<file path="src/rtl/uart_tx_arbiter.sv">
// Round-robin arbiter sharing one UART transmitter among NUM_REQ byte producers.
// Define UART_ARB_FIXED_PRIO_EN to replace round-robin with lowest-index-wins priority.
module uart_tx_arbiter #(
    parameter int NUM_REQ       = 4,
    parameter int DATA_LEN      = 8,
    parameter int START_TIMEOUT = 16,
    localparam int IDX_W        = (NUM_REQ > 1) ? $clog2(NUM_REQ) : 1
) (
    input  logic                         clk,
    input  logic                         rst,
    input  logic [NUM_REQ-1:0]           req,
    input  logic [NUM_REQ*DATA_LEN-1:0]  req_data,
    output logic [NUM_REQ-1:0]           gnt,
    output logic [DATA_LEN-1:0]          tx_data,
    output logic                         tx_start,
    input  logic                         tx_empty,
    output logic                         busy,
    output logic [IDX_W-1:0]             owner,
    output logic                         timeout_err
);

    typedef enum logic [1:0] {
        ST_IDLE      = 2'd0,
        ST_WAIT_BUSY = 2'd1,
        ST_WAIT_DONE = 2'd2
    } state_t;

    localparam logic [7:0] TO_LAST = 8'(START_TIMEOUT - 1);

    state_t                state_r;
    logic [7:0]            cnt_r;
    logic [IDX_W-1:0]      win_s;
    logic [DATA_LEN-1:0]   win_data_s;
`ifndef UART_ARB_FIXED_PRIO_EN
    logic [IDX_W-1:0]      ptr_r;
`endif

    // Winner selection: the lowest search distance with a set request wins.
    always_comb begin
        logic [IDX_W-1:0] idx_v;
        idx_v = '0;
        win_s = '0;
`ifdef UART_ARB_FIXED_PRIO_EN
        for (int k = NUM_REQ - 1; k >= 0; k--) begin
            idx_v = IDX_W'(k);
            if (req[idx_v]) begin
                win_s = idx_v;
            end else begin
                win_s = win_s;
            end
        end
`else
        // Walk from farthest to nearest so the nearest set bit after ptr_r overwrites last.
        for (int k = NUM_REQ; k >= 1; k--) begin
            idx_v = IDX_W'((int'(ptr_r) + k) % NUM_REQ);
            if (req[idx_v]) begin
                win_s = idx_v;
            end else begin
                win_s = win_s;
            end
        end
`endif
    end

    // Byte multiplexer for the selected requester.
    always_comb begin
        win_data_s = '0;
        for (int k = 0; k < NUM_REQ; k++) begin
            if (win_s == IDX_W'(k)) begin
                win_data_s = req_data[k*DATA_LEN +: DATA_LEN];
            end else begin
                win_data_s = win_data_s;
            end
        end
    end

    // Grant/frame-tracking FSM with registered outputs; pulses default low every cycle.
    always_ff @(posedge clk) begin
        if (rst) begin
            state_r     <= ST_IDLE;
            gnt         <= '0;
            tx_start    <= 1'b0;
            tx_data     <= '0;
            busy        <= 1'b0;
            owner       <= '0;
            timeout_err <= 1'b0;
            cnt_r       <= 8'd0;
`ifndef UART_ARB_FIXED_PRIO_EN
            ptr_r       <= IDX_W'(NUM_REQ - 1);
`endif
        end else begin
            gnt         <= '0;
            tx_start    <= 1'b0;
            timeout_err <= 1'b0;
            case (state_r)
                ST_IDLE: begin
                    if ((|req) && tx_empty) begin
                        tx_data  <= win_data_s;
                        gnt      <= {{(NUM_REQ-1){1'b0}}, 1'b1} << win_s;
                        tx_start <= 1'b1;
                        owner    <= win_s;
                        busy     <= 1'b1;
                        cnt_r    <= 8'd0;
`ifndef UART_ARB_FIXED_PRIO_EN
                        ptr_r    <= win_s;
`endif
                        state_r  <= ST_WAIT_BUSY;
                    end
                end
                ST_WAIT_BUSY: begin
                    if (!tx_empty) begin
                        state_r <= ST_WAIT_DONE;
                    end else if (cnt_r == TO_LAST) begin
                        // Transmitter never started: drop the byte, pointer already moved past owner.
                        timeout_err <= 1'b1;
                        busy        <= 1'b0;
                        state_r     <= ST_IDLE;
                    end else begin
                        cnt_r <= cnt_r + 8'd1;
                    end
                end
                ST_WAIT_DONE: begin
                    if (tx_empty) begin
                        busy    <= 1'b0;
                        state_r <= ST_IDLE;
                    end
                end
                default: begin
                    busy    <= 1'b0;
                    state_r <= ST_IDLE;
                end
            endcase
        end
    end

endmodule

</file>
<file path="config.mk">
export PLATFORM = sky130hd
export DESIGN_NAME = uart_tx_arbiter
export DESIGN_NICKNAME = d
export VERILOG_FILES = /design/src/rtl/uart_tx_arbiter.sv
export SDC_FILE = /design/constraint.sdc
export NUM_CORES = 1
export LEC_CHECK = 0
export ABC_CLOCK_PERIOD_IN_PS = 1900
export BUFFER_PORTS_ARGS = -buffer_cell sky130_fd_sc_hd__buf_2
export CORE_MARGIN = 2
export CORE_UTILIZATION = 40
export DETAILED_ROUTE_END_ITERATION = 10
export MAX_ROUTING_LAYER = met4
export PLACE_DENSITY = 0.67
export SYNTH_ARGS = -nofsm -noshare
export SYNTH_HDL_FRONTEND = slang
export SYNTH_SLANG_ARGS = --single-unit
</file>
<file path="constraint.sdc">
create_clock -name clk -period 1.9 [get_ports clk]
set_input_delay 0.285 -clock clk [delete_from_list [all_inputs] [get_ports clk]]
set_output_delay 0.285 -clock clk [all_outputs]
set_load 0.005 [all_outputs]
</file>
==> results of run 1 <==
-- where the power goes --
part	internal, mW	switching, mW	leakage [nW]	total, mW
clock	0.380	0.231	0.0540	0.611
sequential	0.648	0.0226	0.237	0.670
combinational	0.153	0.154	0.509	0.308
-- final cells by class --
type | instances | share of cell area, %
Multi-Input combinational cell | 123 | 45.2
Clock buffer | 5 | 3.45
Timing Repair Buffer | 62 | 17.1
Inverter | 2 | 0.377
Sequential cell | 29 | 29.1
Clock inverter | 2 | 1.76
Tap cell | 48 | 3.02
-- state kept, by name (all words and copies together) (netlist names) --
| register | flops |
|---|---|
| owner | 2 |
| tx_start | 1 |
| busy | 1 |
| gnt | 4 |
| tx_data | 8 |
| timeout_err | 1 |
| cnt_r | 8 |
| ptr_r | 2 |
| state_r | 2 |
-- per-stage QoR --
step	hold WS, ns	setup WS, ns
4_1_cts	0.255	0.223
6_report	0.262	0.225
3_3_place_gp	0.457	0.214
3_5_place_dp	0.456	0.199
5_1_grt	0.278	0.137
2_1_floorplan	0.362	0.344
-- worst paths after layout --
path,to,startpoint
max,cnt_r[3],state_r[0]
min,state_r[1],tx_empty
max reg2reg,cnt_r[3],state_r[0]
min reg2reg,owner[1],owner[1]
-- cell usage after synthesis, types with 2 or more instances --
| master | n | share of area, % |
|---|---|---|
| o21ai_0 | 3 | 0.97 |
| nor2_1 | 15 | 3.6 |
| clkbuf_1 | 3 | 0.73 |
| nor3_1 | 4 | 1.3 |
| o211ai_1 | 7 | 3.4 |
| nand2b_1 | 4 | 1.6 |
| mux2i_1 | 10 | 6.5 |
| nor4_4 | 2 | 2.8 |
| nand3_1 | 17 | 5.5 |
| a211oi_1 | 2 | 0.97 |
| xnor2_1 | 6 | 3.4 |
| buf_4 | 2 | 0.97 |
| mux2_2 | 7 | 5.1 |
| buf_6 | 2 | 1.5 |
| nand2_1 | 13 | 3.2 |
| nor4b_1 | 2 | 1.1 |
| a2111oi_2 | 2 | 1.9 |
| a21oi_1 | 5 | 1.6 |
| dfxtp_1 | 29 | 38 |
| nor2b_1 | 3 | 1.2 |
| inv_1 | 2 | 0.49 |
| buf_2 | 2 | 0.65 |
-- cell families after synthesis --
group                    share of synthesized area, %
multiplexers                                     11.6
flip-flops                                       37.6
AO/OA/AOI/OAI                                    17.8
buffers and inverters                            4.30
XOR/XNOR                                         3.41
adder cells (fa/ha/maj)                         0.811
AND/OR/NAND/NOR                                  24.5
-- routing by layer --
layer / track usage (%) / vias up
met5: - / -
met4: 7.14 / 0
met2: 26.5 / 27
met1: 21.1 / 646
li1: - / 709
met3: 5.28 / 6
==> results.json, run 1 <==
{
  "clkLatencyLatePin_ns": 0.28,
  "route.met3.wl_um": 130,
  "synthArstFlopShare_pct": 0,
  "stdcell_count": 271,
  "num_vias": 1388,
  "path_cells": "nand2b_4 -> or2_1 -> a21o_4 -> or3_1 -> a21oi_1",
  "grtUsageTotal_pct": 17.3,
  "root_buffer": "clkbuf_8",
  "antennaDiodeCount": 0,
  "vdd_drop_max_mv": 0.420,
  "design_area_um2": 1990,
  "nets": 263,
  "worstSetupPathType": "flop to flop",
  "synth_area_um2": 1540,
  "ctsHoldBuffers": 0,
  "reg2regPathDepth": 5,
  "place_area_um2": 1890,
  "crit_slowest_cell": "or2_1",
  "cap_violations": 0,
  "placement.io_buffers": 55,
  "gp_congestion": 0.747,
  "rows": 22,
  "area_delta_synth_final_pct": 29.1,
  "synth.lib_cells_used.distinct": 43,
  "die-height_um": 66.1,
  "antenna_found_initial": 0,
  "cts_setup_buffers": 0,
  "outcome": "finished, final reports clean",
  "register_area_um2": 581,
  "routed_wl_um": 3400,
  "avgSynthCellArea_um2": 9.46,
  "dp_hpwl_um": 2520,
  "vias_per_cell": 5.12,
  "worst-path-stages": 5,
  "hold_viol": 0,
  "cts_num_sinks": 29,
  "slew_viol_final": 0,
  "cts_max_path_buffers": 2,
  "wl_met2_um": 1660,
  "critPathRequiredTime_ns": 2.11,
  "setup_viol": 0,
  "cp_num_buf_inv": 0,
  "post_drt_wl_per_cell_um": 12.6,
  "finalCritPeriodShare_pct": 88.2,
  "tightestPinTransition_ns": 0.420,
  "crit_path_end_kind": "flop",
  "setup_tns_ns": 0,
  "final_common_cell": "buf_2",
  "syn_nets": 203,
  "synth_seq_area_share_pct": 37.6,
  "io_pins": 56,
  "worst_ep_arrival_time_ns": 1.89,
  "skew_ns": 0.00467,
  "dieWidth_um": 66.1,
  "numCtsBuffers": 5,
  "critical-path-top-delay-family": "simple AND/OR/NAND/NOR gates",
  "yosys_most_used_dff": "dfxtp_1",
  "fin_crit_ns": 1.68,
  "synth.ff_latch_count": 29,
  "die_area_um2": 4370,
  "path_max_fanout": 9,
  "hp-class": "input port to flop",
  "core-area_um2": 3690,
  "yosysWarnings": 0,
  "relSlewSlack_pct": 72.0,
  "fillCellCount": 374,
  "cts_tree": "built",
  "drtIter0Drc": 63,
  "postLayoutCoreUtil_pct": 54.0,
  "drive_gt1_share_pct": 39.5,
  "grt_pass1_vias": 1288,
  "multi_input_area_um2": 900,
  "rrSetupSlack_ns": 0.22,
  "grt_pass1_wl_um": 5620,
  "initial_core_util_pct": 41.8,
  "ctsResizeCount": 0,
  "grt-ovfl-total": 0,
  "h-tree-depth": 2,
  "wl_met1_um": 1570,
  "timing.fmax_mhz": 597,
  "grt_max_degree": 22,
  "antenna_left": 0,
  "finalPower_mw": 1.59,
  "hold_depth": 2,
  "dp_cells": 264,
  "power.density_nw_per_um2": 798,
  "final_cell_mix": "buf_2, dfxtp_1, nand3_1",
  "top_layer": "met4",
  "drt_pass1_iterations": 4,
  "rsz0062_at_grt": "false",
  "drc": 0,
  "leakage_nw": 0.799,
  "crit_path_start_kind": "flop",
  "synth_edf_count": 0,
  "clk_pin_slew_ns": 0.06,
  "synthCells": 163,
  "max_stage_delay_ns": 0.37
}
Power figures use the tool's default switching activity.
==> run 2, diff against run 1 <==
--- a/config.mk
+++ b/config.mk
@@ -9,6 +9,7 @@
 export BUFFER_PORTS_ARGS = -buffer_cell sky130_fd_sc_hd__buf_2
 export CORE_MARGIN = 2
 export CORE_UTILIZATION = 40
+export CTS_BUF_LIST = sky130_fd_sc_hd__clkbuf_2
 export DETAILED_ROUTE_END_ITERATION = 10
 export MAX_ROUTING_LAYER = met4
 export PLACE_DENSITY = 0.67
==> run 2 against run 1 <==
  * Sequential share of layout area increased by 0.66 points
  * Fmax fell by 0.73%
  * Register-to-register slack barely moved
  * Global-route usage shrank 0.15 points
  * Power shrank 12%
  * Design area fell by 2.2%
  * Routed wire length is 1.8% lower
  * Core utilization is 1.2 points lower
  * Worst setup slack got worse by 0.012 ns
  * Critical endpoint unchanged
==> results.json, run 2 (synthesis results as in run 1) <==
{
  "critPathRequiredTime_ns": 2.20,
  "min_from": "tx_empty",
  "wl_met2_um": 1640,
  "cts_setup_buffers": 0,
  "leakage_nw": 0.784,
  "die_area_um2": 4370,
  "power.density_nw_per_um2": 721,
  "hold_depth": 2,
  "grt_pass1_vias": 1279,
  "rsz0062_at_grt": "false",
  "timing.fmax_mhz": 593,
  "dp_hpwl_um": 2520,
  "wl_met1_um": 1510,
  "antennaDiodeCount": 0,
  "route.met3.wl_um": 140,
  "path_max_fanout": 9,
  "outcome": "finished, final reports clean",
  "drtIter0Drc": 47,
  "cts_tree": "built",
  "reg2regPathDepth": 5,
  "placement.io_buffers": 55,
  "cts_num_sinks": 29,
  "register_area_um2": 581,
  "antenna_found_initial": 0,
  "ctsHoldBuffers": 0,
  "ctsResizeCount": 0,
  "dieWidth_um": 66.1,
  "relSlewSlack_pct": 72.0,
  "reg_top3": "cnt_r (8), tx_data (8), gnt (4)",
  "numCtsBuffers": 5,
  "clk_pin_slew_ns": 0.15,
  "drive_gt1_share_pct": 39.5,
  "hold_viol": 0,
  "crit_path_start_kind": "flop",
  "setup_tns_ns": 0,
  "nets": 263,
  "grt_max_degree": 22,
  "h-tree-depth": 2,
  "skew_ns": 0.0149,
  "io_pins": 56,
  "hold_path_end": "state_r[1]",
  "setup_viol": 0,
  "fillCellCount": 377,
  "path_cells": "nand2b_4 -> or2_1 -> a21o_4 -> or3_1 -> a21oi_1",
  "num_vias": 1385,
  "antenna_left": 0,
  "crit_slowest_cell": "dfxtp_1",
  "top_layer": "met4",
  "final_common_cell": "buf_2",
  "worstSetupPathType": "flop to flop",
  "cap_violations": 0,
  "slew_viol_final": 0,
  "drc": 0,
  "rrSetupSlack_ns": 0.21,
  "initial_core_util_pct": 41.8,
  "multi_input_area_um2": 900,
  "r2r-end": "cnt_r[3]",
  "grtUsageTotal_pct": 17.1,
  "max_stage_delay_ns": 0.38,
  "clkLatencyLatePin_ns": 0.35,
  "grt_pass1_wl_um": 5580,
  "crit_path_end_kind": "flop",
  "drt_pass1_iterations": 4,
  "rows": 22,
  "gp_congestion": 0.747,
  "routed_wl_um": 3340,
  "vias_per_cell": 5.11,
  "finalPower_mw": 1.40,
  "final_cell_mix": "buf_2, dfxtp_1, nand3_1",
  "fin_crit_ns": 1.69,
  "core-area_um2": 3690,
  "finalCritPeriodShare_pct": 88.8,
  "rr_startpoint": "state_r[0]",
  "root_buffer": "clkbuf_2",
  "worst_ep_arrival_time_ns": 1.99,
  "grt-ovfl-total": 0,
  "post_drt_wl_per_cell_um": 12.3,
  "cts_max_path_buffers": 2,
  "vdd_drop_max_mv": 0.368,
  "tightestPinTransition_ns": 0.420,
  "die-height_um": 66.1,
  "area_delta_synth_final_pct": 26.3,
  "hp-class": "input port to flop"
}
## run 2: changes by cell type in the layout (fill, tap and decap cells not counted)
cell,delta
clkbuf_2,+5
clkbuf_8,-5
## run 2: how the worst max path moves through the flow
| stage | from | to | slack (ns) | depth (start not counted) |
|---|---|---|---|---|
| after detailed placement | req[0] | cnt_r[5] | 0.20 | 6 |
| after floorplan | cnt_r[4] | cnt_r[3] | 0.34 | 5 |
| after global placement | req[0] | cnt_r[2] | 0.21 | 6 |
| after global routing | state_r[0] | cnt_r[3] | 0.12 | 5 |
| final | state_r[0] | cnt_r[3] | 0.21 | 5 |
| after CTS | state_r[0] | cnt_r[3] | 0.20 | 5 |
## run 2: where the power goes
| part | internal, mW | leakage (nW) | switching [mW] |
|---|---|---|---|
| Sequential | 0.648 | 0.237 | 0.0225 |
| Clock | 0.214 | 0.0388 | 0.213 |
| Combinational | 0.153 | 0.509 | 0.154 |
| Total | 1.02 | 0.784 | 0.389 |
## run 2: stage by stage
stage / std cells / setup WS [ns] / hold slack (ns) / instance area (um^2) / util, %
after CTS: 271 / 0.203 / 0.144 / 1950 / 52.8
after detailed placement: 264 / 0.199 / 0.456 / 1890 / 51.2
after global placement: 264 / 0.214 / 0.457 / 1890 / 51.2
after global routing: 271 / 0.117 / 0.152 / 1950 / 52.8
after floorplan: 163 / 0.344 / 0.362 / 1540 / -
final: 271 / 0.213 / 0.167 / 1950 / 52.8
## run 2: cell type report
class / count / share of cell area (%)
Clock buffer: 5 / 1.28
Clock inverter: 2 / 1.80
Multi-Input combinational cell: 123 / 46.2
Inverter: 2 / 0.385
Timing Repair Buffer: 62 / 17.5
Sequential cell: 29 / 29.8
Tap cell: 48 / 3.08
## run 2: worst max-delay path: cells and delay by family, from the launching register on
| family | cells | cell delay [ns] |
|---|---|---|
| and+or+nand+nor | 3 | 0.84 |
| AOI/OAI and AO/OA | 2 | 0.42 |
| DFF | 1 | 0.38 |
## run 2: per-layer routing
layer  global-route usage (%)  up-vias
met3                     5.11        5
met1                     21.2      638
met2                     26.3       31
met4                     6.63        0
li1                         -      711
met5                        -        -
